**src/rtl/mmio_uart_tx.sv**
```systemverilog
// -----------------------------------------------------------------------------
// mmio_uart_tx
//
// Memory-mapped UART transmitter (8N1, LSB first) with a small TX byte FIFO.
//
// Register map (word address bits [1:0]):
//   0 TXDATA  : write-only, pushes wdata[7:0] when byte lane 0 is enabled;
//               reads 0
//   1 STATUS  : bit0 busy, bit1 full, bit2 empty, bit3 overflow (sticky,
//               write 1 to clear), bits[8:4] FIFO count; other bits 0
//   2 DIVISOR : [15:0] bit period in clocks, 0 behaves as 1
//   3 CTRL    : bit0 tx_en (read/write), bit1 flush (write 1, reads 0)
//
// Ports:
//   i_clk             : single rising-edge clock
//   i_rst             : asynchronous active-high reset
//   in_sel            : bus addresses this block (decoded upstream)
//   in_mem_addr       : word address, [1:0] select the register
//   in_mem_rw_mode    : 1 = write, 0 = read
//   in_mem_write_data : write data
//   in_mem_byte_en    : write byte lanes
//   out_mem_data      : combinational read data, 0 unless selected for read
//   tx                : registered serial line, idle high
//   fsm_state         : current transmitter state (IDLE=0 START=1 DATA=2
//                       STOP=3), observation only
//
// Bus handshake: there is no valid/ready pair on this bus. A write is
// "valid" when in_sel && in_mem_rw_mode at a rising edge, and the block is
// always ready, so every such write completes in that cycle. A read is
// purely combinational in the same cycle and has no side effects.
// -----------------------------------------------------------------------------
module mmio_uart_tx #(
  parameter int          FIFO_DEPTH = 4,
  parameter logic [15:0] DIV_RESET  = 16'd434
) (
  input  logic        i_clk,
  input  logic        i_rst,
  input  logic        in_sel,
  input  logic [9:0]  in_mem_addr,
  input  logic        in_mem_rw_mode,
  input  logic [31:0] in_mem_write_data,
  input  logic [3:0]  in_mem_byte_en,
  output logic [31:0] out_mem_data,
  output logic        tx,
  output logic [1:0]  fsm_state
);

  localparam int PW = (FIFO_DEPTH > 1) ? $clog2(FIFO_DEPTH) : 1;
  localparam int CW = $clog2(FIFO_DEPTH) + 1;

  localparam logic [1:0] ADDR_TXDATA  = 2'd0;
  localparam logic [1:0] ADDR_STATUS  = 2'd1;
  localparam logic [1:0] ADDR_DIVISOR = 2'd2;
  localparam logic [1:0] ADDR_CTRL    = 2'd3;

  typedef enum logic [1:0] {
    IDLE  = 2'd0,
    START = 2'd1,
    DATA  = 2'd2,
    STOP  = 2'd3
  } state_t;

  // ---------------------------------------------------------------------------
  // State
  // ---------------------------------------------------------------------------
  state_t          state;
  logic [7:0]      shift_reg;
  logic [15:0]     baud_cnt;
  logic [15:0]     bit_len;     // period of the bit currently on the line
  logic [2:0]      bit_cnt;

  logic [15:0]     divisor;
  logic            tx_en;
  logic            overflow;

  logic [7:0]      fifo_mem [FIFO_DEPTH];
  logic [PW-1:0]   rd_ptr;
  logic [PW-1:0]   wr_ptr;
  logic [CW-1:0]   count;

  // Bits of the bus that this block never looks at.
  logic unused_bits;
  assign unused_bits = ^{in_mem_addr[9:2], in_mem_write_data[31:16],
                         in_mem_byte_en[3:2]};

  // ---------------------------------------------------------------------------
  // Bus decode
  // ---------------------------------------------------------------------------
  logic       wr_cycle;
  logic [1:0] reg_sel;
  logic       push_req;
  logic       flush_req;
  logic       ovf_clr;
  logic       ctrl_wr;

  assign wr_cycle  = in_sel && in_mem_rw_mode;
  assign reg_sel   = in_mem_addr[1:0];
  assign push_req  = wr_cycle && (reg_sel == ADDR_TXDATA) && in_mem_byte_en[0];
  assign ctrl_wr   = wr_cycle && (reg_sel == ADDR_CTRL) && in_mem_byte_en[0];
  assign flush_req = ctrl_wr && in_mem_write_data[1];
  assign ovf_clr   = wr_cycle && (reg_sel == ADDR_STATUS) && in_mem_byte_en[0]
                     && in_mem_write_data[3];

  // ---------------------------------------------------------------------------
  // FIFO status and pop decision
  // ---------------------------------------------------------------------------
  logic        fifo_full;
  logic        fifo_empty;
  logic        fifo_avail;
  logic        bit_end;
  logic        pop;
  logic        push_ok;
  logic        ovf_set;
  logic [15:0] d_eff;
  logic [7:0]  rd_data;

  assign fifo_full  = (count == CW'(FIFO_DEPTH));
  assign fifo_empty = (count == '0);
  // A flush in the same cycle discards the head byte instead of sending it.
  assign fifo_avail = !fifo_empty && !flush_req;
  assign bit_end    = (baud_cnt == (bit_len - 16'd1));
  assign d_eff      = (divisor == 16'd0) ? 16'd1 : divisor;
  assign rd_data    = fifo_mem[rd_ptr];

  // A new frame is started from IDLE, or back to back from the last cycle
  // of a stop bit so there is no idle gap between frames.
  assign pop = tx_en && fifo_avail &&
               ((state == IDLE) || ((state == STOP) && bit_end));

  // A push to a full FIFO still fits when the head is popped that cycle.
  // After a flush the FIFO is empty, so the push always fits.
  assign push_ok = push_req && (flush_req || !fifo_full || pop);
  assign ovf_set = push_req && !push_ok;

  // ---------------------------------------------------------------------------
  // FIFO pointers and count
  // ---------------------------------------------------------------------------
  logic [PW-1:0] wr_idx;
  assign wr_idx = flush_req ? '0 : wr_ptr;

  always_ff @(posedge i_clk or posedge i_rst) begin
    if (i_rst) begin
      rd_ptr <= '0;
      wr_ptr <= '0;
      count  <= '0;
    end else if (flush_req) begin
      // The flush empties the FIFO first; a same-cycle push lands after it.
      rd_ptr <= '0;
      wr_ptr <= push_ok ? PW'(1) : '0;
      count  <= push_ok ? CW'(1) : '0;
    end else begin
      if (pop)     rd_ptr <= rd_ptr + PW'(1);
      if (push_ok) wr_ptr <= wr_ptr + PW'(1);
      count <= count + CW'(push_ok) - CW'(pop);
    end
  end

  // Storage has no reset; occupancy is tracked entirely by the pointers.
  always_ff @(posedge i_clk) begin
    if (push_ok) fifo_mem[wr_idx] <= in_mem_write_data[7:0];
  end

  // ---------------------------------------------------------------------------
  // Configuration registers
  // ---------------------------------------------------------------------------
  always_ff @(posedge i_clk or posedge i_rst) begin
    if (i_rst) begin
      divisor  <= DIV_RESET;
      tx_en    <= 1'b0;
      overflow <= 1'b0;
    end else begin
      if (wr_cycle && (reg_sel == ADDR_DIVISOR)) begin
        if (in_mem_byte_en[0]) divisor[7:0]  <= in_mem_write_data[7:0];
        if (in_mem_byte_en[1]) divisor[15:8] <= in_mem_write_data[15:8];
      end
      if (ctrl_wr) tx_en <= in_mem_write_data[0];
      // Set has priority over a same-cycle clear.
      if (ovf_set)      overflow <= 1'b1;
      else if (ovf_clr) overflow <= 1'b0;
    end
  end

  // ---------------------------------------------------------------------------
  // Transmitter FSM
  // bit_len is sampled from DIVISOR at each bit boundary, so a DIVISOR write
  // never shortens or stretches the bit already on the line.
  // ---------------------------------------------------------------------------
  always_ff @(posedge i_clk or posedge i_rst) begin
    if (i_rst) begin
      state     <= IDLE;
      tx        <= 1'b1;
      shift_reg <= 8'h00;
      baud_cnt  <= 16'd0;
      bit_len   <= 16'd1;
      bit_cnt   <= 3'd0;
    end else begin
      case (state)
        IDLE: begin
          tx       <= 1'b1;
          baud_cnt <= 16'd0;
          bit_cnt  <= 3'd0;
          if (pop) begin
            shift_reg <= rd_data;
            bit_len   <= d_eff;
            tx        <= 1'b0;
            state     <= START;
          end
        end

        START: begin
          if (bit_end) begin
            baud_cnt <= 16'd0;
            bit_len  <= d_eff;
            bit_cnt  <= 3'd0;
            tx       <= shift_reg[0];
            state    <= DATA;
          end else begin
            baud_cnt <= baud_cnt + 16'd1;
          end
        end

        DATA: begin
          if (bit_end) begin
            baud_cnt <= 16'd0;
            bit_len  <= d_eff;
            if (bit_cnt == 3'd7) begin
              tx    <= 1'b1;
              state <= STOP;
            end else begin
              bit_cnt   <= bit_cnt + 3'd1;
              shift_reg <= {1'b0, shift_reg[7:1]};
              tx        <= shift_reg[1];
            end
          end else begin
            baud_cnt <= baud_cnt + 16'd1;
          end
        end

        STOP: begin
          if (bit_end) begin
            baud_cnt <= 16'd0;
            bit_len  <= d_eff;
            bit_cnt  <= 3'd0;
            if (pop) begin
              shift_reg <= rd_data;
              tx        <= 1'b0;
              state     <= START;
            end else begin
              tx    <= 1'b1;
              state <= IDLE;
            end
          end else begin
            baud_cnt <= baud_cnt + 16'd1;
          end
        end

        default: begin
          state <= IDLE;
          tx    <= 1'b1;
        end
      endcase
    end
  end

  assign fsm_state = state;

  // ---------------------------------------------------------------------------
  // Read path
  // ---------------------------------------------------------------------------
  logic [4:0]  count5;
  logic [31:0] status_word;

  always_comb begin
    count5      = 5'(count);
    status_word = {23'h0, count5, overflow, fifo_empty, fifo_full,
                   (state != IDLE)};
  end

  always_comb begin
    out_mem_data = 32'h0;
    if (in_sel && !in_mem_rw_mode) begin
      case (reg_sel)
        ADDR_TXDATA:  out_mem_data = 32'h0;
        ADDR_STATUS:  out_mem_data = status_word;
        ADDR_DIVISOR: out_mem_data = {16'h0, divisor};
        ADDR_CTRL:    out_mem_data = {31'h0, tx_en};
        default:      out_mem_data = 32'h0;
      endcase
    end
  end

endmodule

```
**config.mk**
```make
export PLATFORM = sky130hd
export DESIGN_NAME = mmio_uart_tx
export DESIGN_NICKNAME = d
export VERILOG_FILES = /design/src/rtl/mmio_uart_tx.sv
export SDC_FILE = /design/constraint.sdc
export NUM_CORES = 1
export LEC_CHECK = 0
export ABC_AREA = 1
export CAP_MARGIN = 20
export CELL_PAD_IN_SITES_DETAIL_PLACEMENT = 1
export CELL_PAD_IN_SITES_GLOBAL_PLACEMENT = 1
export CORE_UTILIZATION = 41
export DETAILED_ROUTE_END_ITERATION = 10
export HOLD_SLACK_MARGIN = 0.12
export PLACE_DENSITY_LB_ADDON = 0.1
export SYNTH_ARGS = -nofsm -noshare
export SYNTH_HDL_FRONTEND = slang
export SYNTH_SLANG_ARGS = --single-unit
export TNS_END_PERCENT = 100
```
**constraint.sdc**
```tcl
create_clock -name i_clk -period 3.83 [get_ports i_clk]
set_clock_uncertainty 0.2 [all_clocks]
set_input_delay 0.766 -clock i_clk [delete_from_list [all_inputs] [get_ports i_clk]]
set_output_delay 0.766 -clock i_clk [all_outputs]
set_load 0.05 [all_outputs]
```
* Word level (Yosys, flattened, before mapping)
Memories as Yosys holds them, arrays and structs flattened.
Index checks and enable logic that the tools add are counted.
** Word-level totals
- Bits in registers :: 71
- Bits in writable memories :: 32
- Bits of input ports :: 50
- Output and inout bits :: 35
- Memories :: 1
** Cells by class
- $add $sub $neg :: 7
- Eq/ne operators :: 17
- Muxes and demuxes :: 42
- Reductions and logical operators :: 43
** Memories
- fifo_mem :: depth 4, bits a word 8, rd ports 1, clocked after memory_dff 0, wr ports 1, RTL line 76 : logic [7:0] fifo_mem [FIFO_DEPTH];
** Operators with widths (count)
- case mux 32 bit (4 select lines) :: 1
- 2-to-1 mux 16 bit :: 4
- case mux 16 bit (2 select lines) :: 2
- 2-to-1 mux 32 bit :: 1
- 2-to-1 mux 8 bit :: 4
- case mux 8 bit (3 select lines) :: 1
- 2-to-1 mux 2 bit :: 10
- logical AND 1 bit :: 17
- adder 16 x 1 -> 16 bit, second input constant :: 1
- == test 16 bit :: 1
- zero test 16 bit :: 1
- subtractor 16 x 1 -> 16 bit, second input constant :: 1
- 2-to-1 mux 1 bit :: 12
- 2-to-1 mux 3 bit :: 4
- != test 2 bit, second input constant :: 6
- case mux 3 bit (3 select lines) :: 1
- == test 2 bit, second input constant :: 4
- case mux 2 bit (4 select lines) :: 1
- nonzero test 2 bit :: 4
- == test 3 bit, second input constant :: 2
- AND reduction 2 bit :: 3
- AND reduction 3 bit :: 2
- zero test 1 bit :: 5
- AND reduction 5 bit :: 1
- other kinds (14) :: 20

* Longest topological paths before layout
Gate-level depths: netlist (run 1).
- Word-level depth :: 13
- Mapped depth :: 23
- Mapped depth without buffers :: 23

* Least setup slack after synthesis (run 1)
No wires, ideal clock.
- Path type :: register to register
- Start point :: register bit_len[0]
- End point :: register count[1]
- Arrival time :: 3.133 ns
- Slack :: 0.434 ns
- Cell stages (with the launch flop) :: 21
- Buffers on the path :: 0
- Period minus slack after synthesis :: 3.396 ns
- Cells stage by stage :: dfstp_2 > inv_1 > ha_1 > or2_1 > nand3_1 > nand2_1 > inv_2 > nand4_1 > nor2_2 > nand2_2 > nand2_8 > nand2_8 > nand2_8 > nand2_4 > ha_1 > inv_1 > ha_1 > inv_1 > fa_1 > or2_2 > inv_1
** On the way
- Cells in the longest elaborated chain, start to end :: 10
** Ends and longest elaborated chain
- start, declared :: RTL line 69 : logic [15:0] bit_len;
- start signal, assigned :: RTL line 194 : bit_len <= 16'd1;
- start signal, assigned :: RTL line 204 : bit_len <= d_eff;
- start signal, assigned :: RTL line 213 : bit_len <= d_eff;
- subtractor 16 x 1 -> 16 bit (*) :: RTL line 121 : assign bit_end = (baud_cnt == (bit_len - 16'd1));
- == test 16 bit (*) :: RTL line 121
- logical AND 1 bit (*) :: RTL line 128 : ((state == IDLE) || ((state == STOP) && bit_end));
- logical OR 1 bit (*) :: RTL line 128
- logical AND 1 bit (*) :: RTL line 127 : assign pop = tx_en && fifo_avail &&
- logical OR 1 bit :: RTL line 132 : assign push_ok = push_req && (flush_req || !fifo_full || pop);
- logical AND 1 bit :: RTL line 132
- adder 3 x 1 -> 3 bit :: RTL line 154 : count <= count + CW'(push_ok) - CW'(pop);
- subtractor 3 x 1 -> 3 bit (*) :: RTL line 154
- 2-to-1 mux 3 bit (*) :: RTL line 146 : end else if (flush_req) begin
- end signal, assigned :: RTL line 150 : count <= push_ok ? CW'(1) : '0;
- end signal, assigned :: RTL line 154
- end, declared :: RTL line 79 : logic [CW-1:0] count;
Every way passes the cells marked *; elsewhere a longest branch is shown, timed or not.
A chain may end at the register's enable or synchronous reset.

* Final worst setup path (run 1)
Ends and elaborated chain as after synthesis.

==> results by group, run 1 <==
Run status
  • Status: completed

Yosys
  • Mux contribution to synthesized area: 0.00198
  • Post-Synth Adder-Cell Area: 0.0256
  • Simple-gate area share of the yosys netlist: 0.286
  • Warnings from Yosys: 0
  • Post-synth top area cell: dfrtp_1
  • Avg Cell Area, Syn: between 8 and 9 um2
  • Main synth FF type: dfrtp_1
  • Largest family of logic cells by synthesized area: simple AND/OR/NAND/NOR gates
  • Synth area leaders: dfrtp_1 28%, edfxtp_1 17%, nand2_1 12%
  • FFs w/ async S/R, synth: 0.689
  • Yosys cell types: 47
  • Seq/Total Area, Yosys: 0.484
  • Gate Count Post-Synth: just under 700
  • Compound-Gate Fraction of Synth Area: 0.0840
  • Cell Area, Synth: ~0.0057 mm2
  • #FFs+latches synth: roughly 100
  • Post-synth EDFFs: 32
  • XOR/XNOR Fraction of Synth Area: 0.0355
  • Synth top area share: 0.282

Drt
  • Total number of vias: around 4600
  • Routed Antenna Nets: 0
  • Wire length per cell: roughly 15 um
  • Initial drt markers: between 200 and 250
  • WL final: between 10000 and 15000 um
  • Pre-antenna DRT Iters: 4
  • Post-route DRC: 0
  • Via density per instance: between 5 and 6

Clock tree
  • Clk buf depth: 2
  • Total CTS buffers: 9
  • Clock Pin Slew Worst Setup and Hold Paths: roughly 0.08 ns
  • Clock Sink Count: 103
  • Root buffer cell: clkbuf_16
  • Maximum level of the CTS H-tree: 3
  • Post-CTS Hold Buffers: 0
  • Latest clock arrival within the worst-skew pair: ~0.36 ns
  • CTS tree: built

Setup path
  • Crit path max-delay cell type: dfstp_2
  • Crit-path most repeated cell: inv_1
  • Buf/Inv on CP: 5
  • Crit-path leading delay family: simple AND/OR/NAND/NOR gates
  • CP Class: flop to flop
  • Crit-path cells: inv_1 -> ha_2 -> nand2_1 -> nor2_1 -> nand3_1 -> nand2_1 -> nand2_1 -> inv_1 -> nor2_1 -> nand2_1 -> nor2_2 -> nand2_2 -> nand2_8 -> nand2_8 -> nand2_8 -> nand2_4 -> ha_1 -> inv_1 -> ha_1 -> inv_1 -> fa_1 -> or2_2 -> inv_1
  • Startpoint type of the worst setup path: flop
  • CP Max Fanout: 5
  • CP endpoint kind: flop
  • CP peak stage delay: 0.56 ns
  • Worst Path Arrival: 3.71 ns
  • WP data required: about 3.9 ns

Place
  • Final GP Congestion: 0.815
  • Port Buffers: 42
  • HPWL after DPL: roughly 11000 um

Finish
  • Nets: roughly 800
  • Largest register FFs: 32
  • Area Growth Syn to Fin: 17.4%
  • Antenna Cells: 0
  • Most flops, register: fifo_mem
  • Share of cells above drive strength 1: 0.129

Global route
  • Pin count of the biggest net entering global routing: 40
  • Vias in the first global route: 4751
  • Global route overflow: 0
  • Initial antenna violation count: 0
  • First-pass GRT wire length: roughly 24000 um
  • All-layer global routing usage: 0.212

Timing
  • Worst hold margin: ~0.28 ns
  • Final Cycle Share: 0.943
  • Clock period minus final worst setup slack: around 3.6 ns
  • Final setup fails: 0
  • Worst slew pin tran: 0.878 ns
  • Relative slew slack: 0.412
  • Slew Viols, Final: 0
  • Max Fclk: approximately 280 MHz
  • Final hold vios: 0

Hold path
  • Worst hold path class: flop to flop

Floorplan
  • FP Rows: 42
  • Core area: 0.0134 mm2
  • Die area: roughly 0.014 mm2
  • DIE WIDTH: roughly 120 um
  • Die height: approximately 120 um
  • Initial Util: 0.424
  • Io pins: 85

Power and ir drop
  • Sw Pwr: between 0.002 and 0.0025 W
  • Cell Int Power: roughly 0.0026 W
  • Power consumption: ~0.0046 W
  • Sw Ratio: 0.440
  • Comb power frac: 0.438
  • Max rail drop VDD: between 0.0005 and 0.0006 V
  • Reg power frac: 0.361
  • Part of the power in the clock network: 0.200
  • P_leak: 3.03 nW
  • Cell Pwr Density: between 600 and 700 mW/mm2

Run
  • MaxCap Viol Count: 0
## worst min-delay path: stages (launching register included)
cell and delay, ns:
dfrtp_1 0.35, nand2_1 0.05, nand2_1 0.05
## cell usage after synthesis, types with 3 or more instances
cell type,instances
nor2_4,3
nand2_1,175
nand4_1,4
ha_1,10
a32o_1,6
nor2_1,68
nand2_2,3
dfrtp_1,64
nor3b_1,4
and3_1,3
buf_4,16
buf_2,3
nor2_2,8
xnor2_1,7
clkbuf_1,8
inv_1,68
nor4_1,4
o21ai_1,17
xor2_1,16
nand3_1,33
a21oi_1,29
o21ai_0,28
nand2_4,3
dfstp_2,7
nand2_8,4
inv_2,3
nand3b_1,4
or2_2,3
nor3_1,18
edfxtp_1,32
## power by group through the flow
stage	clock network [W]	registers, W	logic [W]
after floorplan	0	0.00166	0.00151
after global placement	0	0.00168	0.00193
after detailed placement	0	0.00169	0.00201
after CTS	0.000954	0.00167	0.00203
after global routing	0.000994	0.00171	0.00228
final	0.000924	0.00167	0.00202
## kinds of logic after synthesis
family                     after synthesis
xor gates and xnor gates                23
muxes                                    1
DFF                                    103
other                                    1
buffers and inverters                  104
AOI/OAI and AO/OA                       85
and+or+nand+nor                        345
adders and majority gates               11
## layout make-up
class,instances,area [um2]
clock buffer,9,225
clock inverter,7,70.1
fill,1644,6730
inverter,73,274
multi-input combinational,481,2530
sequential,103,2750
tap,176,220
timing repair buffer,58,601
## final timing paths
path	slack [ns]	cells after the start	end	startpoint
max	0.22	23	count[1]$_DFF_PP0_	bit_len[0]$_DFFE_PP1P_
min	0.28	2	shift_reg[4]$_DFFE_PP0P_	shift_reg[4]$_DFFE_PP0P_
max reg2reg	0.22	23	count[1]$_DFF_PP0_	bit_len[0]$_DFFE_PP1P_
min reg2reg	0.28	2	shift_reg[4]$_DFFE_PP0P_	shift_reg[4]$_DFFE_PP0P_
max in group asynchronous	2.03	3	divisor[4]$_DFFE_PP1P_	i_rst
min in group asynchronous	0.66	2	baud_cnt[1]$_DFF_PP0_	i_rst
## repair_timing
action                                  in CTS  in global routing
endpoints found under the setup margin       0                  1
endpoints found under the hold margin        0                  0
setup buffers                                0                  0
gates resized for setup                      0                  3
## metal layers
layer	global-route usage	part of all wire
met5	0	0
met4	0.0500	0.011
met3	0.0452	0.027
met2	0.342	0.47
met1	0.290	0.49
## cell usage in the layout (no fill, tap or decap), types with 2 or more instances in the layout
cell,synthesis,final
or2_2,3,3
ha_1,10,9
buf_12,0,8
a32o_1,6,6
xor2_1,16,16
o21ai_1,17,17
nand2_4,3,3
clkinv_1,2,2
inv_2,3,4
clkbuf_16,0,9
nand3b_1,4,4
inv_8,0,5
conb_1,1,16
a21oi_1,29,29
nand2_8,4,4
nand4_1,4,4
nand2_2,3,3
nor2_2,8,9
nor2_4,3,3
dfstp_2,7,7
edfxtp_1,32,32
nor4_1,4,4
buf_4,16,24
nand2_1,175,175
dfrtp_1,64,64
clkdlybuf4s50_1,0,26
inv_1,68,67
nor2_1,68,67
xnor2_1,7,7
nor3_2,2,2
nand3_1,33,33
and3_1,3,3
nor3_1,18,18
nor3b_1,4,4
o21ai_0,28,28
## through the flow
step	cells	setup slack, ns	util	setup TNS [ns]	cell area, um2
floorplan	688	0.434	-	0	5730
global placement	891	0.0934	0.475	0	6360
detailed placement	891	-0.0210	0.475	-0.0210	6360
CTS	907	0.142	0.497	0	6660
global route	907	-0.00312	0.498	-0.00312	6670
finish	907	0.217	0.498	0	6670
(Power assumes the default switching activity.)
==> run 2, diff against run 1 <==
--- a/config.mk
+++ b/config.mk
@@ -12,7 +12,7 @@
 export CORE_UTILIZATION = 41
 export DETAILED_ROUTE_END_ITERATION = 10
 export HOLD_SLACK_MARGIN = 0.12
-export PLACE_DENSITY_LB_ADDON = 0.1
+export PLACE_DENSITY_LB_ADDON = 0.3
 export SYNTH_ARGS = -nofsm -noshare
 export SYNTH_HDL_FRONTEND = slang
 export SYNTH_SLANG_ARGS = --single-unit
==> run 2 against run 1 <==
Against the previous run:
- register-to-register slack barely moved
- sequential share of layout area barely moved
- routed wire length rose by 3.9%
- core utilization barely moved
- die area did not move
- hold slack got worse by 0.0024 ns
- via count rose by 1.0%
- fmax rose by 0.21%
- total power rose by 0.90%
- critical path depth fell by 1
- combinational power barely moved
- critical path type unchanged
==> results by group, run 2 (synthesis results as in run 1) <==
Run status
  • Status: completed

Timing
  • Final hold vios: 0 (unchanged)
  • Worst hold margin: 0.278 ns (-0.00239 ns)
  • Relative slew slack: 0.401 (-0.0115)
  • Max Fclk: 277 MHz (+0.21%)
  • RSZ-0062 raised after global routing: false
  • Slew Viols, Final: 0 (unchanged)
  • Worst slew pin tran: 0.896 ns (+0.0172 ns)
  • Final Cycle Share: 0.941 (-0.00200)
  • Clock period minus final worst setup slack: 3.61 ns (-0.00766 ns)
  • Final setup fails: 0 (unchanged)

Hold path
  • Worst hold path class: flop to flop
  • Worst hold start: tx$_DFFE_PP1P_
  • Hold Crit Depth: 2 (unchanged)
  • Hold Path End: tx$_DFFE_PP1P_

Global route
  • Vias in the first global route: 4922 (+3.6%)
  • All-layer global routing usage: 0.221 (+0.00976)
  • First-pass GRT wire length: 24400 um (+3.2%)
  • Global route overflow: 0 (unchanged)
  • Pin count of the biggest net entering global routing: 42 (+5.0%)
  • Initial antenna violation count: 0 (unchanged)

Drt
  • Wire length per cell: 16.0 um (+3.9%)
  • Initial drt markers: 209 (+3.0%)
  • Post-route DRC: 0 (unchanged)
  • Pre-antenna DRT Iters: 4 (unchanged)
  • WL final: 14500 um (+3.9%)
  • Total number of vias: 4613 (+1.0%)
  • Via density per instance: 5.09 (+1.0%)
  • Routed Antenna Nets: 0 (unchanged)

Clock tree
  • Latest clock arrival within the worst-skew pair: 0.36 ns (about the same)
  • Maximum level of the CTS H-tree: 3 (unchanged)
  • Post-CTS Hold Buffers: 0 (unchanged)
  • Total CTS buffers: 9 (unchanged)
  • Clock Sink Count: 103 (unchanged)
  • Clk buf depth: 2 (unchanged)
  • CTS tree: built
  • Clock Pin Slew Worst Setup and Hold Paths: 0.08 ns (about the same)
  • Root buffer cell: clkbuf_16

Floorplan
  • DIE WIDTH: 120 um (unchanged)
  • Core area: 0.0134 mm2 (unchanged)
  • Die height: 120 um (unchanged)
  • Initial Util: 0.424 (unchanged)
  • Io pins: 85 (unchanged)
  • FP Rows: 42 (unchanged)
  • Die area: 0.0143 mm2 (unchanged)

Power and ir drop
  • Comb power frac: 0.438 (about the same)
  • Cell Pwr Density: 697 mW/mm2 (+0.84%)
  • Cell Int Power: 0.00259 W (about the same)
  • Power consumption: 0.00465 W (+0.90%)
  • Part of the power in the clock network: 0.203 (+0.003)
  • Reg power frac: 0.360 (about the same)
  • P_leak: 3.03 nW (about the same)
  • Sw Ratio: 0.444 (+0.00461)
  • Sw Pwr: 0.00207 W (+2.0%)
  • Max rail drop VDD: 0.000328 V (-35%)

Place
  • Post-Place Cell Area: 0.00636 mm2 (unchanged)
  • Final GP Congestion: 0.819 (+0.54%)
  • Placed Cells: 891 (unchanged)
  • HPWL after DPL: 11000 um (+2.4%)
  • Port Buffers: 42 (unchanged)

Finish
  • Multi-input logic area: 0.00252 mm2 (-0.30%)
  • Share of cells above drive strength 1: 0.130 (+0.00137)
  • Reg area: 0.00275 mm2 (unchanged)
  • Most frequent cells in the layout: 175 x nand2_1, 67 x nor2_1, 66 x inv_1, 64 x dfrtp_1, 33 x nand3_1
  • Final Cell Area: 0.00667 mm2 (about the same)
  • Commonest non-fill, non-tap cell in the layout: nand2_1
  • Most flops, register: fifo_mem
  • Antenna Cells: 0 (unchanged)
  • Finished Layout Cells: 907 (unchanged)
  • # fillers: 1615 (-1.8%)
  • Nets: 787 (unchanged)
  • Area Growth Syn to Fin: 17.5% (about the same)
  • Largest register FFs: 32 (unchanged)

Setup path
  • Setup slack, reg-to-reg: 0.22 ns (about the same)
  • Crit-path most repeated cell: inv_1
  • Startpoint type of the worst setup path: flop
  • Reg2reg end: count[1]$_DFF_PP0_
  • CP peak stage delay: 0.43 ns (-0.13 ns)
  • Crit-path cells: inv_1 -> ha_2 -> nand3_2 -> nor2_4 -> nand3_1 -> nand2_1 -> inv_1 -> nor2_1 -> nand2_1 -> nor2_2 -> nand2_2 -> nand2_8 -> nand2_8 -> nand2_8 -> nand2_4 -> ha_1 -> inv_1 -> ha_1 -> inv_1 -> fa_1 -> or2_2 -> inv_1
  • WP data required: 3.94 ns (about the same)
  • CP endpoint kind: flop
  • Worst R2R Path Depth: 22 (-4.3%)
  • CP Class: flop to flop
  • Worst Path Arrival: 3.71 ns (about the same)
  • CP Max Fanout: 5 (unchanged)
  • Crit path max-delay cell type: dfrtp_1
  • Origin of the critical flop-to-flop path: bit_len[1]$_DFFE_PP0P_

Run
  • MaxCap Viol Count: 0 (unchanged)
==> run 2: changes by cell type in the layout (fill, tap and decap cells not counted) <==
cell,previous run,this run
nand3_2,1,2
clkinv_2,1,0
inv_1,67,66
inv_2,4,5
nand3_4,1,0
inv_8,5,2
clkinv_8,0,2
inv_6,0,2
==> run 2: worst max-delay path, delay by kind of cell (launching register included) <==
family / cells / cell delay, ns
fa+ha+maj: 4 / 1.06
buf+inv: 5 / 0.29
flops: 1 / 0.43
simple gates: 13 / 1.58
==> run 2: area by class of cell <==
cell class | count | area share
Clock inverter | 7 | 0.0122
Timing Repair Buffer | 58 | 0.0900
Tap cell | 176 | 0.0330
Multi-Input combinational cell | 481 | 0.378
Clock buffer | 9 | 0.0338
Inverter | 73 | 0.0411
Sequential cell | 103 | 0.412
==> run 2: metrics by stage <==
stage               setup TNS (ns)  utilization  setup WS, ns
floorplan                        0            -         0.434
global placement                 0        0.475         0.104
detailed placement         -0.0224        0.475       -0.0224
CTS                              0        0.497         0.107
global route                     0        0.498        0.0213
finish                           0        0.498         0.225
==> run 2: power groups by stage <==
stage / registers (W) / clock network, W / logic, W
CTS: 0.00167 / 0.000969 / 0.00205
global route: 0.00172 / 0.00101 / 0.00230
finish: 0.00167 / 0.000942 / 0.00204
floorplan: 0.00166 / 0 / 0.00151
global placement: 0.00167 / 0 / 0.00192
detailed placement: 0.00169 / 0 / 0.00202
==> run 2: repair_timing <==
item,CTS,global route
setup endpoints to repair,0,2
resized for setup,0,3
buffers inserted,0,0
==> run 2: per-layer routing <==
metal  vias to the layer above  global-route usage  share of wire  wire length (um)
met5                         -                   0              0                 0
met4                         0              0.0844          0.020               283
met3                        20              0.0352          0.028               405
met2                        74               0.371           0.49              7120
met1                      2258               0.287           0.46              6690
li1                       2261                   -              -                 -
==> run 2: worst max-delay path by stage <==
stage | startpoint | endpoint | cells past startpoint
2_1_floorplan | bit_len[0]$_DFFE_PP1P_ | count[1]$_DFF_PP0_ | 20
3_3_place_gp | in_mem_rw_mode | count[1]$_DFF_PP0_ | 17
3_5_place_dp | in_mem_rw_mode | count[1]$_DFF_PP0_ | 17
4_1_cts | bit_len[0]$_DFFE_PP1P_ | count[1]$_DFF_PP0_ | 23
5_1_grt | bit_len[1]$_DFFE_PP0P_ | count[1]$_DFF_PP0_ | 22
6_report | bit_len[1]$_DFFE_PP0P_ | count[1]$_DFF_PP0_ | 22
==> run 3, diff against run 2 <==
--- a/config.mk
+++ b/config.mk
@@ -9,7 +9,8 @@
 export CAP_MARGIN = 20
 export CELL_PAD_IN_SITES_DETAIL_PLACEMENT = 1
 export CELL_PAD_IN_SITES_GLOBAL_PLACEMENT = 1
-export CORE_UTILIZATION = 41
+export CORE_UTILIZATION = 42
+export CTS_BUF_LIST = sky130_fd_sc_hd__clkbuf_4 sky130_fd_sc_hd__clkbuf_8
 export DETAILED_ROUTE_END_ITERATION = 10
 export HOLD_SLACK_MARGIN = 0.12
 export PLACE_DENSITY_LB_ADDON = 0.3
==> run 3 against run 2 <==
Against the previous run:
- first-iteration DRC count rose by 10%
- register-to-register slack barely moved
- hold slack improved by 0.012 ns
- fmax barely moved
- largest power group unchanged
- sequential cell count did not move
- critical endpoint unchanged
- combinational power fell by 2%
- total power fell by 5.0%
- worst setup slack got worse by 0.0024 ns
==> results by group, run 3 (synthesis results as in run 1) <==
Place
  • Pre-CTS setup slack: 0.0257 ns (+0.0481 ns)
  • Placed Cells: 890 (-0.11%)
  • HPWL after DPL: 10600 um (-3.2%)
  • Final GP Congestion: 0.843 (+2.9%)
  • Port Buffers: 42 (unchanged)

Run
  • MaxCap Viol Count: 0 (unchanged)

Timing
  • RSZ-0062 raised after global routing: false
  • Final setup fails: 0 (unchanged)
  • Final hold vios: 0 (unchanged)
  • Final Cycle Share: 0.942 (about the same)
  • Relative slew slack: 0.437 (+0.0364)
  • TNS Setup: 0 ns (unchanged)
  • Max Fclk: 277 MHz (about the same)
  • Worst slew pin tran: 0.841 ns (-0.0544 ns)
  • Worst hold margin: 0.290 ns (+0.0118 ns)
  • Setup WS post-layout: 0.222 ns (-0.00238 ns)
  • Clock period minus final worst setup slack: 3.61 ns (+0.00238 ns)
  • Slew Viols, Final: 0 (unchanged)

Setup path
  • Buf/Inv on CP: 5 (unchanged)
  • CP Class: flop to flop
  • Crit-path cells: inv_2 -> ha_2 -> nand2_2 -> nor2_1 -> nand3_1 -> nand2_1 -> nand2_1 -> inv_1 -> nor2_1 -> nand2_1 -> nor2_2 -> nand2_2 -> nand2_8 -> nand2_8 -> nand2_8 -> nand2_4 -> ha_1 -> inv_1 -> ha_1 -> inv_1 -> fa_1 -> or2_2 -> inv_1
  • Crit path max-delay cell type: dfstp_2
  • Origin of the critical flop-to-flop path: bit_len[0]$_DFFE_PP1P_
  • CP peak stage delay: 0.58 ns (+0.15 ns)
  • Worst Path Arrival: 3.76 ns (+0.05 ns)
  • CP endpoint kind: flop
  • CP Max Fanout: 5 (unchanged)
  • Crit-path leading delay family: simple AND/OR/NAND/NOR gates
  • Setup slack, reg-to-reg: 0.22 ns (about the same)
  • Crit. Startpoint: bit_len[0]$_DFFE_PP1P_
  • WP data required: 3.98 ns (+0.04 ns)
  • Startpoint type of the worst setup path: flop
  • Crit-path most repeated cell: inv_1

Run status
  • Status: completed

Global route
  • Global route overflow: 0 (unchanged)
  • Vias in the first global route: 4710 (-4.3%)
  • First-pass GRT wire length: 23500 um (-3.7%)
  • Initial antenna violation count: 0 (unchanged)
  • All-layer global routing usage: 0.215 (-0.00633)
  • Pin count of the biggest net entering global routing: 42 (unchanged)

Floorplan
  • FP Rows: 42 (unchanged)
  • DIE WIDTH: 118 um (-1.2%)
  • Die height: 118 um (-1.2%)
  • Core area: 0.0132 mm2 (-1.6%)
  • Io pins: 85 (unchanged)
  • Initial Util: 0.430 (+0.00675)
  • Die area: 0.0140 mm2 (-2.3%)

Clock tree
  • Clock Sink Count: 103 (unchanged)
  • Maximum level of the CTS H-tree: 3 (unchanged)
  • Clk buf depth: 2 (unchanged)
  • Latest clock arrival within the worst-skew pair: 0.40 ns (+0.04 ns)
  • Clock Pin Slew Worst Setup and Hold Paths: 0.12 ns (+0.04 ns)
  • CTS tree: built
  • Total CTS buffers: 9 (unchanged)
  • Post-CTS Hold Buffers: 0 (unchanged)
  • Root buffer cell: clkbuf_8

Drt
  • Via density per instance: 5.07 (-0.35%)
  • Max layer used: met4
  • Pre-antenna DRT Iters: 4 (unchanged)
  • WL met3: 509 um (+26%)
  • Routed Antenna Nets: 0 (unchanged)
  • WL final: 14300 um (-1.6%)
  • M1 wire length: 6660 um (-0.45%)
  • Post-route DRC: 0 (unchanged)
  • Wire length per cell: 15.7 um (-1.6%)
  • Initial drt markers: 230 (+10%)
  • Total number of vias: 4597 (-0.35%)
  • Met2 wire len: 6880 um (-3.4%)

Finish
  • Most frequent cells in the layout: 174 x nand2_1, 67 x nor2_1, 66 x inv_1, 64 x dfrtp_1, 33 x nand3_1
  • Antenna Cells: 0 (unchanged)
  • Most flops, register: fifo_mem
  • Area Growth Syn to Fin: 15.8%
  • Commonest non-fill, non-tap cell in the layout: nand2_1
  • Share of cells above drive strength 1: 0.131 (+0.00137)
  • Nets: 787 (unchanged)
  • Largest register FFs: 32 (unchanged)
  • Finished Layout Cells: 907 (unchanged)

Power and ir drop
  • Cell Pwr Density: 673 mW/mm2 (-3.6%)
  • Power consumption: 0.00442 W (-5.0%)
  • Max rail drop VDD: 0.000254 V (-22%)
  • P_leak: 2.99 nW (-1.5%)

Hold path
  • Worst hold path class: flop to flop
  • Worst hold start: shift_reg[6]$_DFFE_PP0P_
run 3: cell types whose count changed in the layout (fill, tap and decap cells not counted), sizes merged:
cell    delta
inv        +2
clkinv     -2
run 3: per-stage QoR:
| step | utilization | area (um2) |
|---|---|---|
| floorplan | - | 5730 |
| global placement | 0.482 | 6350 |
| detailed placement | 0.482 | 6350 |
| CTS | 0.497 | 6560 |
| global route | 0.498 | 6570 |
| finish | 0.498 | 6570 |
run 3: path summary, 6_finish.rpt:
| path | endpoint | cells past startpoint |
|---|---|---|
| worst max-delay path | count[1]$_DFF_PP0_ | 23 |
| worst min-delay path | shift_reg[6]$_DFFE_PP0P_ | 2 |
| worst max register to register | count[1]$_DFF_PP0_ | 23 |
| worst min register to register | shift_reg[6]$_DFFE_PP0P_ | 2 |
| max in group asynchronous | divisor[4]$_DFFE_PP1P_ | 3 |
| min in group asynchronous | bit_cnt[0]$_DFFE_PP0P_ | 2 |
run 3: metal layers:
layer | vias up | global-route usage
met3 | 18 | 0.0391
met1 | 2256 | 0.279
met5 | - | 0
met4 | 0 | 0.0697
met2 | 73 | 0.362
li1 | 2250 | -
run 3: worst register-to-register path, delay by kind of cell, from the launching register on:
| family | cells | cell delay (ns) |
|---|---|---|
| buf+inv | 5 | 0.28 |
| flops | 1 | 0.58 |
| simple gates | 14 | 1.48 |
| fa+ha+maj | 4 | 1.04 |
run 3: power by group:
group	internal, W	leakage (nW)	switching [W]
Combinational	0.000711	1.73	0.00129
Sequential	0.00140	1.15	0.000297
Clock	0.000267	0.105	0.000454
Total	0.00238	2.99	0.00204
run 3: final cells by class:
type | count | area [um2]
clock inverter | 7 | 81.3
timing repair buffer | 58 | 601
sequential | 103 | 2750
tap | 176 | 220
inverter | 73 | 274
multi-input combinational | 481 | 2530
fill | 1595 | 6620
clock buffer | 9 | 124
run 3: timing repair:
item,4_1_cts,5_1_grt
gates resized for setup,0,4
setup endpoints to repair,0,2
buffers inserted,0,1
